===== src/rtl/sumador_restador_serial_pkg.sv =====
// Shared definitions for the serial add/subtract datapath and its sibling arithmetic blocks.
// Holds the controller state encoding, default geometry and a counter-width helper.
package sumador_restador_serial_pkg;

    localparam int WIDTH_DEF = 8;
    localparam int DIGIT_DEF = 1;

    typedef enum logic [1:0] {
        IDLE = 2'd0,
        ADD  = 2'd1,
        NEG  = 2'd2,
        DONE = 2'd3
    } state_e;

    // A single-digit operation still needs a one-bit counter to keep the ports legal.
    function automatic int cnt_width(input int n);
        return (n > 1) ? $clog2(n) : 1;
    endfunction

endpackage


===== src/rtl/sumador_restador_serial_digit.sv =====
// DIGIT-bit ripple-carry adder slice shared by the accumulate and negate phases.
module sumador_digit #(
    parameter int DIGIT = 1
) (
    input  logic [DIGIT-1:0] A,
    input  logic [DIGIT-1:0] B,
    input  logic             Ci,
    output logic [DIGIT-1:0] Sum,
    output logic             Cout
);

    logic [DIGIT:0] carry;

    assign carry[0] = Ci;

    for (genvar gi = 0; gi < DIGIT; gi++) begin : g_fa
        assign Sum[gi]     = A[gi] ^ B[gi] ^ carry[gi];
        assign carry[gi+1] = (A[gi] & B[gi]) | (carry[gi] & (A[gi] ^ B[gi]));
    end

    assign Cout = carry[DIGIT];

endmodule


===== src/rtl/sumador_restador_serial.sv =====
// Digit-serial unsigned adder/subtractor returning |A-B| for subtraction; a borrow
// triggers a second serial pass that two's-complements the result in place.
module sumador_restador_serial
    import sumador_restador_serial_pkg::*;
#(
    parameter int WIDTH = WIDTH_DEF,
    parameter int DIGIT = DIGIT_DEF
) (
    input  logic             clk,
    input  logic             rst,
    input  logic             in_valid,
    output logic             in_ready,
    input  logic [WIDTH-1:0] A,
    input  logic [WIDTH-1:0] B,
    input  logic             select,
    output logic             out_valid,
    input  logic             out_ready,
    output logic [WIDTH-1:0] S,
    output logic             Cout,
    output logic             neg,
    output logic             zero
);

    localparam int N     = WIDTH / DIGIT;
    localparam int CNT_W = cnt_width(N);

    if (WIDTH < 2) begin : g_bad_width
        $error("sumador_restador_serial: WIDTH must be at least 2");
    end
    if ((WIDTH % DIGIT) != 0) begin : g_bad_digit
        $error("sumador_restador_serial: WIDTH must be a multiple of DIGIT");
    end

    state_e             state_q, state_d;
    logic [WIDTH-1:0]   a_q, a_d;
    logic [WIDTH-1:0]   bx_q, bx_d;
    logic [WIDTH-1:0]   res_q, res_d;
    logic               sel_q, sel_d;
    logic               carry_q, carry_d;
    logic               cout_q, cout_d;
    logic               neg_q, neg_d;
    logic [CNT_W-1:0]   cnt_q, cnt_d;

    int                 base;
    logic               last_digit;
    logic [DIGIT-1:0]   dig_a;
    logic [DIGIT-1:0]   dig_b;
    logic [DIGIT-1:0]   dig_sum;
    logic               dig_cout;

    assign base       = int'(cnt_q) * DIGIT;
    assign last_digit = (cnt_q == CNT_W'(N - 1));

    // NEG reuses the same slice adder as ~result + carry with a zero second operand.
    assign dig_a = (state_q == NEG) ? ~res_q[base +: DIGIT] : a_q[base +: DIGIT];
    assign dig_b = (state_q == NEG) ? '0 : bx_q[base +: DIGIT];

    sumador_digit #(
        .DIGIT (DIGIT)
    ) u_digit (
        .A    (dig_a),
        .B    (dig_b),
        .Ci   (carry_q),
        .Sum  (dig_sum),
        .Cout (dig_cout)
    );

    always_comb begin
        state_d = state_q;
        a_d     = a_q;
        bx_d    = bx_q;
        res_d   = res_q;
        sel_d   = sel_q;
        carry_d = carry_q;
        cout_d  = cout_q;
        neg_d   = neg_q;
        cnt_d   = cnt_q;

        unique case (state_q)
            IDLE: begin
                if (in_valid) begin
                    a_d     = A;
                    bx_d    = B ^ {WIDTH{select}};
                    sel_d   = select;
                    carry_d = select;
                    cout_d  = 1'b0;
                    neg_d   = 1'b0;
                    cnt_d   = '0;
                    state_d = ADD;
                end
            end
            ADD: begin
                res_d[base +: DIGIT] = dig_sum;
                carry_d              = dig_cout;
                cnt_d                = cnt_q + 1'b1;
                if (last_digit) begin
                    cnt_d  = '0;
                    cout_d = dig_cout;
                    if (sel_q && !dig_cout) begin
                        carry_d = 1'b1;
                        state_d = NEG;
                    end else begin
                        state_d = DONE;
                    end
                end
            end
            NEG: begin
                res_d[base +: DIGIT] = dig_sum;
                carry_d              = dig_cout;
                cnt_d                = cnt_q + 1'b1;
                if (last_digit) begin
                    cnt_d   = '0;
                    neg_d   = 1'b1;
                    state_d = DONE;
                end
            end
            DONE: begin
                if (out_ready) begin
                    state_d = IDLE;
                end
            end
            default: state_d = IDLE;
        endcase
    end

    always_ff @(posedge clk) begin
        if (rst) begin
            state_q <= IDLE;
            a_q     <= '0;
            bx_q    <= '0;
            res_q   <= '0;
            sel_q   <= 1'b0;
            carry_q <= 1'b0;
            cout_q  <= 1'b0;
            neg_q   <= 1'b0;
            cnt_q   <= '0;
        end else begin
            state_q <= state_d;
            a_q     <= a_d;
            bx_q    <= bx_d;
            res_q   <= res_d;
            sel_q   <= sel_d;
            carry_q <= carry_d;
            cout_q  <= cout_d;
            neg_q   <= neg_d;
            cnt_q   <= cnt_d;
        end
    end

    assign in_ready  = (state_q == IDLE);
    assign out_valid = (state_q == DONE);
    assign S         = res_q;
    assign Cout      = cout_q;
    assign neg       = neg_q;
    assign zero      = (res_q == '0);

endmodule


===== config.mk =====
export PLATFORM = sky130hd
export DESIGN_NAME = sumador_restador_serial
export DESIGN_NICKNAME = d
export VERILOG_FILES = /design/src/rtl/sumador_restador_serial_pkg.sv /design/src/rtl/sumador_restador_serial_digit.sv /design/src/rtl/sumador_restador_serial.sv
export SDC_FILE = /design/constraint.sdc
export NUM_CORES = 1
export LEC_CHECK = 0
export CAP_MARGIN = 20
export CORE_AREA = 2 2 71 73
export DETAILED_ROUTE_END_ITERATION = 8
export DIE_AREA = 0 0 73 75
export HOLD_SLACK_MARGIN = 0.15
export PLACE_DENSITY = 0.65
export SLEW_MARGIN = 10
export SYNTH_ARGS = -nofsm -noshare
export SYNTH_HDL_FRONTEND = slang
export SYNTH_SLANG_ARGS = --single-unit

===== constraint.sdc =====
create_clock -name clk -period 2.6 [get_ports clk]
set_input_delay 0.26 -clock clk [delete_from_list [all_inputs] [get_ports clk]]
set_output_delay 0.26 -clock clk [all_outputs]
set_load 0.02 [all_outputs]

Yosys cells after proc, flatten, opt, wreduce, memory -nomap -nowiden
Cells that the tools add are included.
W data, S select, Z words.
- output and inout port bits: 13
- bits in registers: 33
- word-level logic and storage cells: 67
- shift-type cells: 5
- mux-type cells: 21
- eq/ne operators: 8
- reduce and logical (&&, ||, !) cells: 15
- add/subtract/negate cells: 2
- bitwise gates (word level): 7
- operators by type and width (cell ; count):
    $neg A3 Y33 ; 1
    $shift A1 B33 Y8 const A ; 1
    $shiftx A1 B33 Y8 ; 1
    $shiftx A8 B4 Y1 ; 3
    $mux W1 ; 9
    $bwmux W8 ; 1
    $logic_not A8 Y1 ; 1
    $mux W2 ; 4
    $pmux W2 S4 ; 1
    $xor A8 B8 Y8 ; 1
    $mux W3 ; 2
    $ne A2 B2 Y1 const B ; 3
    $pmux W3 S2 ; 1
    $reduce_and A2 Y1 ; 3
    $reduce_and A3 Y1 ; 2
    $reduce_bool A2 Y1 ; 3
    $eq A2 B2 Y1 const B ; 2
    $pmux W1 S2 ; 2
    $reduce_and A4 Y1 ; 1
    $add A3 B1 Y3 const B ; 1
    $eq A3 B3 Y1 const B ; 1
    $pmux W1 S3 ; 1
    $reduce_bool A3 Y1 ; 1
    $and A1 B1 Y1 ; 2
    other kinds (9) ; 10

Depth between registers and ports, before layout
Gate-level depths: netlist (run 1).
- depth after elaboration: 11
- mapped depth: 9

By module
Synthesis (run 1) repeated with hierarchy kept, for this count alone.
- cell total of the unflattened synthesis: 211
- area, all modules: 1875.5 µm²
- modules (own cells, without submodules) (module ; seq. area each (µm²) ; area an instance (µm²) ; times used ; cells each):
    sumador_restador_serial ; 660.6 ; 1855.5 ; 1 ; 210
    sumador_digit ; 0.0 ; 20.0 ; 1 ; 1

Worst setup path after synthesis (run 1)
Ideal clock, no wire load.
- path type: flip-flop to flip-flop
- start point: register cnt_q[0]
- end point: register res_q[3] (netlist: S[3])
- period minus slack after synthesis: 2.692 ns
- cell stages (with the launch flop): 9
- setup time: 0.072 ns
- arrival: 2.620 ns
- setup slack: -0.092 ns
- required time: 2.528 ns
- cells stage by stage: dfxtp_1 -> buf_6 -> mux4_2 -> a211oi_1 -> a21oi_1 -> fa_1 -> nor2_1 -> or4b_4 -> mux2i_1
- cells in the longest elaborated chain, start to end: 7
- ends and longest elaborated chain (element ; line ; text):
    start: declaration ; sumador_restador_serial.sv:42 ; logic [CNT_W-1:0] cnt_q, cnt_d;
    start signal: assignment ; sumador_restador_serial.sv:146 ; cnt_q <= cnt_d;
    $shiftx A8 B4 Y1 ; sumador_restador_serial.sv:55 ; assign dig_a = (state_q == NEG) ? ~res_q[base +: DIGIT] : a_q[base +: DIGIT];
    $not A1 Y1 ; sumador_restador_serial.sv:55 ;
    $mux W1 ; sumador_restador_serial.sv:55 ;
    $xor A1 B1 Y1 (2 in a row) ; sumador_restador_serial_digit.sv:17 ; assign Sum[gi] = A[gi] ^ B[gi] ^ carry[gi];
    $shiftx A1 B33 Y8 ; sumador_restador_serial.sv:93, sumador_restador_serial.sv:108 ;
    $bwmux W8 (*) ; sumador_restador_serial.sv:93, sumador_restador_serial.sv:108 ;
    end signal: assignment ; sumador_restador_serial.sv:141 ; res_q <= res_d;
    end: declaration ; sumador_restador_serial.sv:37 ; logic [WIDTH-1:0] res_q, res_d;
Every way passes the cells marked *; elsewhere a longest branch is shown, timed or not.
A chain may end at the register's enable or synchronous reset.

Worst setup path in the final report (run 1)
Ends and elaborated chain as after synthesis.

==> results.cfg, run 1 <==
[critical_path]
startpoint = cnt_q[0]
cp_data_arrival_time_ns = 2.73
start_kind = flip-flop
cpLargestDelayFamily = multiplexers
critPathKind = reg -> reg
crit_path_cell_trace = mux4_1 -> a21oi_1 -> a21oi_2 -> fa_1 -> nor2_2 -> or4b_4 -> mux2i_1
path_depth = 7
slowest_stage = mux4_1
r2r_cells = 7
r2r_start = cnt_q[0]
end_kind = flip-flop
rrSetupSlack_ns = 0.08
cp_num_buf_inv = 0
cpPeakStageDelay_ns = 0.55
required_ns = 2.81
cp_max_fo = 6
reg2reg_to = S[3]
critPathCapture = S[3]

[yosys]
synth_top_cell_area_share_pct = 35.75
synth-edff-count = 0
synth-async-reset-ratio_pct = 0
ys_types = 35
syn-cell-area_mm2 = 0.001848
yosysSeqAreaShare_pct = 35.75
synth_area_leaders = dfxtp_1, ha_1, mux4_1
synthCells = 207
postSynthAreaPerCell_um2 = 8.928
yosys-top-cells-count = dfxtp_1, nand2_1, a21oi_1, nor2_1, ha_1
ys_warn_count = 0
ys.flop_type = dfxtp_1
ys_seq_elements = 33
mappedNetlistNets = 241
yosysTopAreaCell = dfxtp_1

[finish]
area_growth_pct = 31.21
final_cell_area_mm2 = 0.002425
n_antenna_cell = 0
num-fill-cells = 448
drive_above_1_share_pct = 13.10
post-route-util_pct = 52.03
nNetsFinal = 285

[place]
placed_cell_area_mm2 = 0.002283
dpl.hpwl_um = 2906
portBuffers = 33
gp_congestion = 0.7824
post-place-ws_ns = 0.03967

[global_route]
grt_pass1_vias = 1420
grt-ovfl-total = 0
grt.busiest_layer = met2
grt_use_total_pct = 15.99
grt_util_met2_pct = 24.52
grt_max_degree = 34
grt_pass1_wl_um = 6713
grt_use_met3_pct = 4.552
antenna_found_initial = 0
grt_use_met1_pct = 21.42

[clock_tree]
clk_pin_slew_ns = 0.07
cts.sinks = 33
numCtsBuffers = 5
cts_hold_buffers = 0
clockBufferDepth = 2
insertion_delay_ns = 0.29
htreeDepth = 2
cts_root_buf = clkbuf_8
cts_tree = built

[sta]
fin_hold_ws_ns = 0.4527
finClkSkew_ns = 0.005116
slew-limit-headroom_pct = 66.93
fin_crit_ns = 2.520
maxSlewViolCount = 0
setup_tns_ns = 0
timing.final.ws_setup_ns = 0.08008
fmaxAchievable_mhz = 396.8
fin_crit_sh_pct = 96.92
setup_viol = 0
hold_violations = 0
tightest_slew_ns = 0.4944
rsz0062_at_grt = true

[status]
status = finished clean

[power]
peakVddDrop_mv = 0.3241
p_per_area_mw_per_mm2 = 941.6
p_leak_nw = 0.9501

[floorplan]
start_util_pct = 39.65
die-area_mm2 = 0.005475
die_y_um = 75
core_mm2 = 0.004661
rows = 25
ioPinCount = 34
die_x_um = 73

[drt]
wl_per_cell_um = 12.84
vias = 1548
viasPerCell = 5.059
drc_errors = 0
ant_nets = 0
routed_wl_um = 3928
first_pass_iters = 4
first_iter_violations = 65

[worst_hold_path]
worstHoldPathType = reg -> reg
holdCritStartpoint = a_q[2]

[flow_run]
max_cap_viol_count = 0
==> metrics by stage <==
stage / instances / total power [mW]
after floorplan: 207 / 1.436
after global placement: 296 / 1.703
after detailed placement: 296 / 1.718
after CTS: 304 / 2.219
after global routing: 306 / 2.465
final: 306 / 2.283
==> worst min path at each step <==
stage	end	slack [ns]	cells after the start
floorplan	a_q[0]	0.40	2
global placement	a_q[4]	0.44	2
detailed placement	a_q[2]	0.45	2
CTS	a_q[2]	0.46	2
global route	a_q[2]	0.47	2
finish	a_q[2]	0.45	2
==> registers in the layout, summed over array words and instances, names as in the netlist <==
signal   count
carry_q      1
state_q      2
S            8
a_q          8
bx_q         8
neg          1
sel_q        1
Cout         1
cnt_q        3
==> report_power, final <==
part / total (mW) / leakage [nW] / switching, mW / internal, mW
clock network: 0.497 / 0.0585 / 0.184 / 0.312
registers: 0.680 / 0.271 / 0.0734 / 0.607
logic: 1.11 / 0.621 / 0.573 / 0.534
total: 2.28 / 0.950 / 0.831 / 1.45
==> layer usage <==
metal	routed length, um	up-vias
li1	-	812
met1	1923	692
met2	1781	36
met3	150	8
met4	73	0
met5	0	-
==> worst register-to-register path, stage by stage, from the launching register on <==
cell and delay, ns:
dfxtp_4 0.40, mux4_1 0.55, a21oi_1 0.22, a21oi_2 0.09
fa_1 0.49, nor2_2 0.11, or4b_4 0.47, mux2i_1 0.13
==> layout make-up <==
cell class                      instances  area, um^2  share of cell area (%)
Clock buffer                            7       86.33                   3.560
Clock inverter                          1       30.03                   1.238
Inverter                                9       33.78                   1.393
Multi-Input combinational cell        154        1096                   45.20
Sequential cell                        33       664.4                   27.40
Tap cell                               54       67.56                   2.786
Timing Repair Buffer                   48       446.7                   18.42
==> cells by family after synthesis <==
family                     Yosys count  share of synthesized area (%)
adders and majority gates           13                          9.208
and+or+nand+nor                     78                          20.04
DFF                                 33                          35.75
muxes                               13                          12.12
buffers and inverters               20                          5.281
xor gates and xnor gates             8                          3.792
AOI/OAI and AO/OA                   42                          13.81
==> layout by cell type (no fill, tap or decap), drive strengths merged, types with 5 or more instances in the layout <==
cell,synthesis,layout
a211oi,9,9
a21oi,20,20
buf,8,15
clkbuf,3,7
clkdlybuf4s50,0,33
dfxtp,33,33
ha,12,12
inv,9,9
mux2i,7,7
mux4,6,6
nand2,33,33
nand2b,7,7
nor2,20,20
nor3,5,5
o21ai,6,6
xnor2,8,8
==> what timing repair did <==
item | in CTS | in global routing
buffers inserted | 0 | 2
setup endpoints to repair | 0 | 3
gates resized for setup | 0 | 7
(Power assumes the default switching activity.)
==> run 2: changes to the inputs <==
ABC_AREA = 1   (was default)
CORE_AREA = 2 2 74 76   (was 2 2 71 73)
CTS_BUF_LIST = sky130_fd_sc_hd__clkbuf_4 sky130_fd_sc_hd__clkbuf_8   (was default)
DIE_AREA = 0 0 76 78   (was 0 0 73 75)
PLACE_DENSITY = default   (was 0.65)
PLACE_DENSITY_LB_ADDON = 0.1   (was default)
==> run 2 against run 1 <==
Compared with the run above: synthesized cell count is 33% higher; highest routed layer unchanged; largest cell class unchanged; critical path type unchanged; routed wire length is 13% higher; synthesized area rose by 6.2%.
==> results.cfg, run 2 <==
[finish]
layout_commonest_cell = nand2_1
num-fill-cells = 549
area_growth_pct = 21.94
drive_above_1_share_pct = 5.882
final_cell_mix = nand2_1, dfxtp_1, clkdlybuf4s50_1, nor2_1, inv_1
nNetsFinal = 340
final_cell_area_mm2 = 0.002392
n_antenna_cell = 0

[global_route]
grt_pass1_vias = 1712
grt.busiest_layer = met2
antenna_found_initial = 0
grt_util_met2_pct = 26.88
grt_max_degree = 29
grt_use_total_pct = 15.74
grt_use_met1_pct = 18.99
grt-ovfl-total = 0
grt_use_met3_pct = 3.837
grt_pass1_wl_um = 7562

[power]
peakVddDrop_mv = 0.4396
p_per_area_mw_per_mm2 = 963.7
p_leak_nw = 0.9895

[drt]
viasPerCell = 4.867
drc_errors = 0
routed_wl_um = 4432
ant_nets = 0
vias = 1830
wl_per_cell_um = 11.79
first_pass_iters = 4
first_iter_violations = 112

[sta]
rsz0062_at_grt = false
setup_tns_ns = 0
maxSlewViolCount = 0
tightest_slew_ns = 0.4872
fmaxAchievable_mhz = 463.4
setup_viol = 0
fin_crit_ns = 2.158
slew-limit-headroom_pct = 67.48
finClkSkew_ns = 0.007909
hold_violations = 0
fin_crit_sh_pct = 83.00

[critical_path]
cp_data_arrival_time_ns = 2.39
cpPeakStageDelay_ns = 0.63
slowest_stage = dfxtp_1
required_ns = 2.83
end_kind = flip-flop
crit_path_cell_trace = inv_4 -> nand3_1 -> nand3_1 -> nand3_1 -> nand2_1 -> inv_1 -> fa_1 -> inv_1 -> nand4_1 -> nor2_1 -> nor2_1 -> nor2_1
start_kind = flip-flop
cp_max_fo = 13
rrSetupSlack_ns = 0.44
critPathKind = reg -> reg
r2r_start = cnt_q[1]
startpoint = cnt_q[1]

[floorplan]
die_y_um = 78
die_x_um = 76
ioPinCount = 34
rows = 26
core_mm2 = 0.005042
start_util_pct = 38.91
die-area_mm2 = 0.005928

[flow_run]
max_cap_viol_count = 0

[yosys]
yosysTopAreaCell = dfxtp_1
syn-cell-area_mm2 = 0.001962
yosysSeqAreaShare_pct = 33.67
synth_area_leaders = dfxtp_1, nand2_1, ha_1
synthCells = 276
yosys-top-cells-count = nand2_1, dfxtp_1, nor2_1, inv_1, a21oi_1
ys_types = 29
synth-async-reset-ratio_pct = 0
ys.flop_type = dfxtp_1
ys_warn_count = 0
postSynthAreaPerCell_um2 = 7.108
mappedNetlistNets = 310
ys_seq_elements = 33
synth_top_cell_area_share_pct = 33.67
synth-edff-count = 0
synthMostInstantiatedCell = nand2_1

[place]
portBuffers = 33
gp_congestion = 0.8287
placed_cell_area_mm2 = 0.002302
dpl.hpwl_um = 3179

[clock_tree]
cts.sinks = 33
cts_tree = built
clockBufferDepth = 2
htreeDepth = 2
numCtsBuffers = 5
cts_hold_buffers = 0
insertion_delay_ns = 0.29
post_cts_buffers = 0
cts_root_buf = clkbuf_8
cts_resized = 0
clk_pin_slew_ns = 0.07

[status]
status = finished clean

[worst_hold_path]
holdCritStartpoint = a_q[2]
worstHoldPathType = reg -> reg
## run 2: cell count changes after synthesis, moves of 8 or more
cell	change
nor2_1	+12
o21ai_0	+19
a211oi_1	-8
nand2_1	+12
nand3_1	+21
inv_1	+20
## run 2: cell families after synthesis
logic type,synth area share [%]
DFF,33.67
and+or+nand+nor,26.85
buffers and inverters,11.54
AOI/OAI and AO/OA,15.69
adders and majority gates,8.673
xor gates and xnor gates,3.572
## run 2: path summary, 6_finish.rpt
path / end / depth (start not counted)
worst max-delay path: S[1] / 12
worst min-delay path: a_q[2] / 2
worst max register to register: S[1] / 12
worst min register to register: a_q[2] / 2
## run 2: per-stage QoR
step / setup WS [ns] / util [%] / std cells / hold slack [ns] / power, mW
floorplan: 0.6145 / - / 276 / 0.3291 / 1.642
global placement: 0.4544 / 45.66 / 369 / 0.4436 / 1.917
detailed placement: 0.4448 / 45.66 / 369 / 0.4499 / 1.913
CTS: 0.4175 / 47.44 / 376 / 0.4602 / 2.320
global route: 0.1854 / 47.44 / 376 / 0.4893 / 2.522
finish: 0.4421 / 47.44 / 376 / 0.4573 / 2.305
## run 2: area by class of cell
type                    instances  area (um^2)  share of cell area, %
clock buffers                   7        90.09                  3.766
repair buffers                 34        337.8                  14.12
flip-flops and latches         33        660.6                  27.62
well taps                      70        87.58                  3.661
inverters                      35        141.4                  5.910
multi-input cells             197         1075                  44.93
## run 2: critical path: cells and delay by family (launching register included)
family	cells	cell delay [ns]
AND/OR/NAND/NOR	8	0.69
flip-flops	1	0.63
buffers and inverters	3	0.32
adder cells (fa/ha/maj)	1	0.44
## run 2: layer usage
metal,routed length [um],share of wire (%)
met1,2172,49
met2,1974,45
met3,208,4.7
met4,76,1.7
met5,0,0
## run 2: where the power goes
group	switching, mW	total [mW]	internal (mW)
Combinational	0.737	1.17	0.436
Sequential	0.0995	0.730	0.630
Clock	0.183	0.403	0.220
==> run 3: changes to the inputs <==
clock period = 1.85 ns   (was 2.6 ns; I/O delays follow)
==> run 3 against run 2 <==
Compared with the run above: the run now ends with setup timing left; flip-flop and latch count unchanged; via count increased by 4.5%; final cell count increased by 9.0%; global-route usage increased by 1.4 points; core utilization increased by 8.3 points; sequential power increased by 36%; register-to-register slack got worse by 0.56 ns; die area unchanged; clock power increased by 100%; first-iteration DRC count decreased by 16%; design area increased by 17%.
==> results.cfg, run 3 (same netlist as run 2, synthesis figures left out) <==
[worst_hold_path]
hold_path_depth = 2
hold_end = a_q[1]
worstHoldPathType = reg -> reg
holdCritStartpoint = a_q[1]

[power]
power_mw = 4.050
seqPwrFrac_pct = 24.5
switching_share_pct = 40.12
p_int_mw = 2.425
clkPwrFrac_pct = 20.3
p_per_area_mw_per_mm2 = 1441
peakVddDrop_mv = 0.7929
switchingPower_mw = 1.625
p_leak_nw = 1.193
combPwrFrac_pct = 55.2

[finish]
n_antenna_cell = 0
final_cell_mix = nand2_1, dfxtp_1, clkdlybuf4s50_1, buf_4, nor2_1
drive_above_1_share_pct = 23.24
nNetsFinal = 373
layout_commonest_cell = nand2_1
area_growth_pct = 43.24

[sta]
fmaxAchievable_mhz = 507.3
slew-limit-headroom_pct = 71.52
setup_tns_ns = -0.5008
hold_violations = 0
tightest_slew_ns = 0.4266
timing.final.ws_setup_ns = -0.1211
fin_crit_ns = 1.971
finClkSkew_ns = 0.01060
fin_crit_sh_pct = 106.5
setup_viol = 6
maxSlewViolCount = 0
rsz0062_at_grt = true

[critical_path]
cp_data_arrival_time_ns = 2.17
required_ns = 2.05
end_kind = flip-flop
startpoint = cnt_q[0]
r2r_cells = 10
r2r_start = cnt_q[0]
start_kind = flip-flop
critPathKind = reg -> reg
cp_max_fo = 8
rrSetupSlack_ns = -0.12
reg2reg_to = S[1]

[floorplan]
die_y_um = 78
start_util_pct = 38.91
die_x_um = 76
rows = 26
core_mm2 = 0.005042
ioPinCount = 34
die-area_mm2 = 0.005928

[clock_tree]
htreeDepth = 2
cts_tree = built
clk_pin_slew_ns = 0.08
clockBufferDepth = 2
cts_root_buf = clkbuf_8
numCtsBuffers = 5
cts.sinks = 33
insertion_delay_ns = 0.29
cts_hold_buffers = 0

[global_route]
grt_pass1_vias = 1778
grt-ovfl-total = 0
grt_max_degree = 29
grt_use_met1_pct = 22.63
grt_pass1_wl_um = 8155
grt_util_met2_pct = 27.68
grt_use_met3_pct = 3.488
antenna_found_initial = 0
grt.busiest_layer = met2
grt_use_total_pct = 17.15

[place]
gp_congestion = 0.8170
portBuffers = 33
dpl.hpwl_um = 3629

[drt]
ant_nets = 0
vias = 1912
wl_per_cell_um = 11.73
routed_wl_um = 4808
drc_errors = 0
first_pass_iters = 4
first_iter_violations = 94
viasPerCell = 4.663

[status]
status = complete, but fails checks
violations = setup timing

[flow_run]
max_cap_viol_count = 0
## run 3: changes by cell type in the layout (fill, tap and decap cells not counted), sizes merged
cell           change
clkdlybuf4s50      -2
inv                +1
buf               +32
clkbuf             -2
clkinv             +1
bufinv             +2
dlygate4sd2        +2
## run 3: area by class of cell
type	count	area, um^2
clock buffers	5	68.82
fillers	514	2232
flip-flops and latches	33	664.4
well taps	70	87.58
multi-input cells	197	1175
repair buffers	66	591.8
clock inverters	3	65.06
repair inverters	1	8.758
inverters	35	148.9
## run 3: power groups by stage
stage	registers (mW)	clock network [mW]	logic, mW
after global routing	1.01	0.870	2.52
after CTS	0.987	0.836	2.13
after detailed placement	1.00	0	2.05
after global placement	0.997	0	2.04
after floorplan	1.02	0	1.31
final	0.992	0.821	2.24
## run 3: how the worst max path moves through the flow
stage | to | cells after the start
6_report | S[1] | 10
3_5_place_dp | S[3] | 11
4_1_cts | S[1] | 14
2_1_floorplan | S[1] | 13
3_3_place_gp | S[3] | 14
5_1_grt | S[3] | 14
## run 3: what timing repair did
item / CTS / global route
cloned: 1 / 0
gates resized for setup: 13 / 19
setup buffers: 1 / 0
pin swaps: 18 / 12
setup endpoints to repair: 11 / 13
## run 3: metrics by stage
stage          setup slack [ns]  std cells  hold slack (ns)  util (%)  area (um^2)
3_3_place_gp           -0.08641        400           0.4476     50.55         2549
3_5_place_dp            -0.1216        400           0.4533     50.55         2549
2_1_floorplan          -0.05574        276           0.2541         -         1963
6_report                -0.1211        410           0.4580     55.73         2810
5_1_grt                 -0.2773        410           0.4867     55.73         2810
4_1_cts                 -0.1174        410           0.4644     54.27         2736
## run 3: worst max-delay path: stages, from the launching register on
cell,delay (ns)
dfxtp_4,0.38
buf_12,0.15
o21ai_0,0.11
o211ai_1,0.19
nand3_1,0.12
fa_2,0.55
inv_2,0.05
nand4_1,0.13
nor2_1,0.06
nor2_1,0.08
nor2_1,0.05
## run 3: routing by layer
layer | vias to the layer above | wire, um
met5 | - | 0
met4 | 0 | 71
met3 | 7 | 183
met2 | 35 | 2225
met1 | 837 | 2328
li1 | 1033 | -
